File: src/rtl/rejunity_psg_pkg.sv
// Shared constants for the SN76489-compatible PSG: register indices, LFSR seed,
// noise shift rates and the attenuation-to-volume table.
package rejunity_psg_pkg;

   // Register index = {channel[1:0], type}
   localparam logic [2:0] TONE0 = 3'd0;
   localparam logic [2:0] ATT0  = 3'd1;
   localparam logic [2:0] TONE1 = 3'd2;
   localparam logic [2:0] ATT1  = 3'd3;
   localparam logic [2:0] TONE2 = 3'd4;
   localparam logic [2:0] ATT2  = 3'd5;
   localparam logic [2:0] NOISE = 3'd6;
   localparam logic [2:0] ATT3  = 3'd7;

   localparam logic [14:0] LFSR_SEED = 15'h4000;

   localparam logic [6:0] NOISE_RATE_16 = 7'd16;
   localparam logic [6:0] NOISE_RATE_32 = 7'd32;
   localparam logic [6:0] NOISE_RATE_64 = 7'd64;

   // 2 dB steps; index 15 is mute
   localparam logic [5:0] VOL_LUT [16] = '{
      6'd63, 6'd50, 6'd40, 6'd32, 6'd25, 6'd20, 6'd16, 6'd12,
      6'd10, 6'd8,  6'd6,  6'd5,  6'd4,  6'd3,  6'd2,  6'd0
   };

   function automatic logic [6:0] noise_rate(input logic [1:0] sel);
      case (sel)
         2'b00:   return NOISE_RATE_16;
         2'b01:   return NOISE_RATE_32;
         default: return NOISE_RATE_64;
      endcase
   endfunction

endpackage

File: src/rtl/rejunity_sn76489_psg_tone.sv
// Square-wave tone generator: 10-bit down-counter reloaded from the period,
// output toggles on each reload; period 0/1 holds the output high (DC).
module psg_tone_gen
   import rejunity_psg_pkg::*;
(
   input  logic       clk,
   input  logic       rst_n,
   input  logic       tick,
   input  logic [9:0] period,
   output logic       out
);

   logic [9:0] cnt;

   always_ff @(posedge clk or negedge rst_n) begin
      if (!rst_n) begin
         cnt <= '0;
         out <= 1'b0;
      end else if (tick) begin
         if (cnt <= 10'd1) begin
            cnt <= period;
            out <= (period <= 10'd1) ? 1'b1 : ~out;
         end else begin
            cnt <= cnt - 10'd1;
         end
      end
   end

endmodule

File: src/rtl/rejunity_sn76489_psg.sv
// SN76489-compatible PSG: three tone channels, one LFSR noise channel, 8-bit mix.
// Define PSG_CHANNEL_TAPS_EN to export raw channel bits on uio_out[7:4].
module rejunity_sn76489_psg
   import rejunity_psg_pkg::*;
#(
   parameter int CLK_DIV = 16
) (
   input  logic       clk,
   input  logic       rst_n,
   input  logic       ena,
   input  logic [7:0] ui_in,
   input  logic [7:0] uio_in,
   output logic [7:0] uio_out,
   output logic [7:0] uio_oe,
   output logic [7:0] uo_out
);

   localparam int PW = $clog2(CLK_DIV);

   logic [PW-1:0]   prescale;
   logic            tick;
   logic            wr_raw;
   logic [2:0]      wr_sync;
   logic            wr_pulse;
   logic [2:0]      latched;
   logic [2:0]      addr;
   logic            noise_wr;
   logic [2:0][9:0] period;
   logic [3:0][3:0] att;
   logic [2:0]      noise_ctrl;
   logic [6:0]      noise_cnt;
   logic [14:0]     lfsr;
   logic            fb;
   logic            shift_en;
   logic            tone2_prev;
   logic [2:0]      tone_out;
   logic [7:0]      mix;
   logic            unused_bits;

   assign unused_bits = &{ena, uio_in[7:2]};

   always_ff @(posedge clk or negedge rst_n) begin
      if (!rst_n) prescale <= '0;
      else        prescale <= prescale + PW'(1);
   end
   assign tick = &prescale;

   // Strobe is asynchronous to clk; a write fires once per synchronised rising edge
   assign wr_raw   = ~uio_in[0] & ~uio_in[1];
   assign wr_pulse = wr_sync[1] & ~wr_sync[2];
   assign addr     = ui_in[7] ? ui_in[6:4] : latched;
   assign noise_wr = wr_pulse && (addr == NOISE);

   always_ff @(posedge clk or negedge rst_n) begin
      if (!rst_n) begin
         wr_sync    <= '0;
         latched    <= TONE0;
         period     <= '0;
         att        <= {4{4'hF}};
         noise_ctrl <= '0;
      end else begin
         wr_sync <= {wr_sync[1:0], wr_raw};
         if (wr_pulse) begin
            if (ui_in[7]) latched <= ui_in[6:4];
            case (addr)
               TONE0, TONE1, TONE2: begin
                  if (ui_in[7]) period[addr[2:1]][3:0] <= ui_in[3:0];
                  else          period[addr[2:1]][9:4] <= ui_in[5:0];
               end
               NOISE:   noise_ctrl <= ui_in[2:0];
               default: att[addr[2:1]] <= ui_in[3:0];
            endcase
         end
      end
   end

   for (genvar g = 0; g < 3; g++) begin : g_tone
      psg_tone_gen u_tone (
         .clk    (clk),
         .rst_n  (rst_n),
         .tick   (tick),
         .period (period[g]),
         .out    (tone_out[g])
      );
   end

   assign fb       = noise_ctrl[2] ? (lfsr[0] ^ lfsr[1]) : lfsr[0];
   assign shift_en = (noise_ctrl[1:0] == 2'b11) ? (tone_out[2] & ~tone2_prev)
                                                : (tick && (noise_cnt <= 7'd1));

   // A control write reseeds the LFSR even if a shift lands on the same clk
   always_ff @(posedge clk or negedge rst_n) begin
      if (!rst_n) begin
         noise_cnt  <= '0;
         lfsr       <= LFSR_SEED;
         tone2_prev <= 1'b0;
      end else begin
         tone2_prev <= tone_out[2];
         if (tick) noise_cnt <= (noise_cnt <= 7'd1) ? noise_rate(noise_ctrl[1:0])
                                                    : noise_cnt - 7'd1;
         if (noise_wr)      lfsr <= LFSR_SEED;
         else if (shift_en) lfsr <= {fb, lfsr[14:1]};
      end
   end

   always_comb begin
      mix = '0;
      for (int i = 0; i < 3; i++)
         if (tone_out[i]) mix = mix + {2'b00, VOL_LUT[att[i]]};
      if (lfsr[0]) mix = mix + {2'b00, VOL_LUT[att[3]]};
   end

   always_ff @(posedge clk or negedge rst_n) begin
      if (!rst_n) uo_out <= '0;
      else        uo_out <= mix;
   end

`ifdef PSG_CHANNEL_TAPS_EN
   assign uio_out = {lfsr[0], tone_out[2], tone_out[1], tone_out[0], 4'h0};
   assign uio_oe  = 8'hF0;
`else
   assign uio_out = 8'h00;
   assign uio_oe  = 8'h00;
`endif

endmodule

File: config.mk
export PLATFORM = sky130hd
export DESIGN_NAME = rejunity_sn76489_psg
export DESIGN_NICKNAME = d
export VERILOG_FILES = /design/src/rtl/rejunity_psg_pkg.sv /design/src/rtl/rejunity_sn76489_psg_tone.sv /design/src/rtl/rejunity_sn76489_psg.sv
export SDC_FILE = /design/constraint.sdc
export NUM_CORES = 1
export LEC_CHECK = 0
export CORE_ASPECT_RATIO = 0.6
export CORE_MARGIN = 2
export CORE_UTILIZATION = 40
export CTS_CLUSTER_DIAMETER = 80
export DETAILED_ROUTE_END_ITERATION = 10
export SLEW_MARGIN = 20
export SYNTH_ARGS = -nofsm -noshare
export SYNTH_HDL_FRONTEND = slang
export SYNTH_SLANG_ARGS = --single-unit
File: constraint.sdc
create_clock -name clk -period 12.65 [get_ports clk]
set_input_delay 1.265 -clock clk [delete_from_list [all_inputs] [get_ports clk]]
set_output_delay 1.265 -clock clk [all_outputs]
set_load 0.01 [all_outputs]
==> key figures <==
Logic synthesis
  • Post-synthesis mux area share: 10.5%
  • Syn_area_per_cell: 9.54 µm²
  • Seq/Total Area, Yosys: 41.5%
  • Predominant post-synthesis flop cell: dfrtp_1
  • Largest family of logic cells by synthesized area: compound AO/OA/AOI/OAI gates
  • Synth Warn #: 0
  • Simple-gate share of the synthesized area: 16.0%
  • Post-synthesis adder-cell area fraction: 7.84%
  • Synthesized cell area: 7470 µm²
  • Cells after Synth: 783
  • XOR/XNOR Fraction of Synth Area: 1.29%
  • Synth Area in Compound Gates: 17.4%
  • Async SR Flop Fraction: 100%
  • EDFF count, synth: 0
  • Cell variety after synth: 65
  • Flops & latches, synth: 123

Detailed routing
  • Antenna-violating nets left: 0
  • Initial DRC count: 375
  • WL final: 16,100 µm
  • Drt pass-1 iters: 5
  • Vias/cell: 5.34
  • Residual DRC count: 0
  • WL per Instance: 15.4 µm
  • Total number of vias: 5,567

Global route
  • Vias in the first global route: 5,201
  • Largest net degree at the start of global routing: 68
  • GR Overflow Total: 0
  • Initial antenna violation count: 0
  • Total track usage: 17.8%
  • First-pass GRT wire length: 27,500 µm

Setup path
  • CP Class: reg2reg
  • Critical path required time: 12.99 ns
  • Flop2flop setup slack: 7.58 ns
  • CP startpoint kind: flip-flop
  • Crit path capture: uo_out[7]
  • Crit Reg-Reg Startpoint: att[1]
  • Critical Path Sink Type: flip-flop
  • Reg2Reg Depth: 21
  • Crit path from: att[1]
  • Crit Path Max Fanout: 8
  • RR Endpoint: uo_out[7]
  • Worst path arrival time: 5.42 ns

Hold path
  • Hold crit path type: reg2reg

Floorplanning
  • Die extent in y: 110 µm
  • Core ar.: 18,200 µm²
  • Die width: 180 µm
  • Initial Utilization: 41.1%
  • Die area: 19,800 µm²
  • Ports: 43
  • Row cnt: 38

Final layout
  • Fillers: 1,704
  • Reg area: 3100 µm²
  • Net count, final: 854
  • Layout cells sized above 1: 15.3%
  • Antenna cells: 0
  • Multi-input gate area: 4020 µm²
  • P&R area growth vs syn: 12.3%

Pwr
  • Int Power: 0.00154 W
  • Clock network power share: 19.2%
  • Sequential share of power: 27.7%
  • Comb pwr share: 53.1%
  • Switching Share: 41.9%
  • PwrDens: 315 nW/µm²
  • Max VDD drop: 0.181 mV
  • Leak Pwr: 3.57 nW
  • Net switching power: 0.00111 W

Clocking
  • Worst-Skew Late Latency: 0.43 ns
  • Clk root buf: clkbuf_16
  • TritonCTS Sinks: 123
  • Clk slew on worst S/H paths: 0.06 ns
  • CTS resizes: 0
  • Num CTS Buffers: 17
  • CTS tree: built
  • Post-CTS Setup Repair Bufs: 0
  • Hold-fix buffers at CTS: 0
  • H-tree lvl count: 4
  • CTS Buffer Depth: 2

Outcome
  • Status: finished, final reports clean

STA
  • Fin crit period: 5.07 ns
  • Least-Margin Pin Slew: 0.932 ns
  • Fin Setup TNS: 0 ns
  • Final hold slack: 0.391 ns
  • Final Skew: 0.00940 ns
  • Peak Freq: 0.197 GHz
  • Unrepaired setup endpoints after global routing: no
  • Final hold vios: 0
  • Max_slew headroom: 37.8%
  • Slew Viols, Final: 0
  • Period utilisation layout: 40.1%
  • Final setup fails: 0

Placement
  • Global placement routability congestion: 0.808
  • Count of input and output buffers: 19
  • HPWL after detailed placement: 11,200 µm

Run
  • MaxCap Viol Count: 0
area by class of cell:
class	count	share of cell area [%]
tap	240	3.58
clock buffer	19	5.28
sequential	123	36.9
multi-input combinational	586	47.9
clock inverter	13	1.98
inverter	40	1.79
timing repair buffer	22	2.51
layer usage:
layer | GRT usage [%] | part of all wire [%] | vias to the layer above
met1 | 28.1 | 57 | 2659
met5 | 0 | 0 | -
li1 | - | - | 2813
met2 | 23.5 | 38 | 85
met4 | 4.84 | 0.78 | 0
met3 | 4.57 | 3.9 | 10
worst min path at each step:
stage                     startpoint    endpoint  slack (ns)  cells past startpoint
final                     wr_sync[0]  wr_sync[1]        0.39                      0
after global routing      wr_sync[0]  wr_sync[1]        0.40                      0
after CTS                 wr_sync[0]  wr_sync[1]        0.39                      0
after detailed placement  wr_sync[0]  wr_sync[1]        0.37                      0
after global placement    wr_sync[1]  wr_sync[2]        0.38                      0
after floorplan           wr_sync[0]  wr_sync[1]        0.33                      0
synthesized netlist by cell type (all sizes together) (11+ instances only):
master | count | area share (%)
buf | 23 | 2.1
nand2 | 53 | 2.7
mux2i | 23 | 3.1
dfstp | 17 | 6.0
clkbuf | 26 | 1.3
o21ai | 66 | 4.4
a31oi | 11 | 0.92
inv | 40 | 2.0
nor2 | 72 | 4.0
nand3 | 15 | 1.1
ha | 42 | 7.0
mux2 | 49 | 7.4
nor2b | 13 | 1.1
dfrtp | 106 | 36
nor3 | 21 | 1.4
o31ai | 11 | 1.3
nor4 | 11 | 0.92
a21o | 11 | 1.1
a21oi | 47 | 3.1
through the flow:
stage	util, %	setup WS [ns]	area, µm²	std cells	power, W
final	46.2	7.58	8390	1043	0.00264
after floorplan	-	7.99	7520	798	0.00181
after global placement	42.8	7.65	7780	1011	0.00210
after CTS	46.2	7.61	8390	1043	0.00265
after global routing	46.2	7.19	8390	1043	0.00290
after detailed placement	42.8	7.64	7780	1011	0.00212
worst max-delay path, cell delays in order (launching register included):
cell      delay (ns)
dfstp_2         0.60
inv_1           0.08
ha_1            0.29
nand3_1         0.08
o21ai_0         0.12
and2_1          0.22
fa_1            0.48
a21o_1          0.18
a211o_1         0.29
a31oi_1         0.27
inv_1           0.07
ha_1            0.34
nand4_1         0.14
nand2_1         0.06
o311ai_0        0.39
nand2_1         0.15
ha_1            0.26
or2_2           0.31
o221ai_1        0.15
nor2b_1         0.11
a211o_1         0.30
o211ai_1        0.09
state kept, by name, indices dropped and copies added (netlist names):
register / flops
g_tone.u_tone.cnt: 30
period: 30
att: 16
lfsr: 15
uo_out: 8
noise_cnt: 7
prescale: 4
g_tone.u_tone.out: 3
latched: 3
noise_ctrl: 3
wr_sync: 3
tone2_prev: 1
power by group through the flow:
stage / Clock (W) / Sequential [W] / Combinational (W)
after floorplan: 0 / 0.000667 / 0.00114
after global placement: 0 / 0.000733 / 0.00137
after detailed placement: 0 / 0.000733 / 0.00139
after CTS: 0.000519 / 0.000730 / 0.00140
after global routing: 0.000539 / 0.000763 / 0.00160
final: 0.000508 / 0.000731 / 0.00140
cells by family (layout without fill, tap and decap cells):
logic type                 after synthesis  after routing
DFF                                    123            123
muxes                                   72             72
AOI/OAI and AO/OA                      205            205
other                                    1             16
buffers and inverters                   89             94
adders and majority gates               45             45
and+or+nand+nor                        237            237
xor gates and xnor gates                11             11
layout by cell type (no fill, tap or decap), drive strengths merged, types with 13 or more instances in the layout:
cell type	n
dfrtp	106
nor2	72
o21ai	66
nand2	53
mux2	49
a21oi	47
inv	43
ha	42
mux2i	23
nor3	21
clkbuf	19
clkdlybuf4s50	18
dfstp	17
conb	16
nand3	15
nor2b	13
Note: power is estimated with default switching activity, not from simulation.
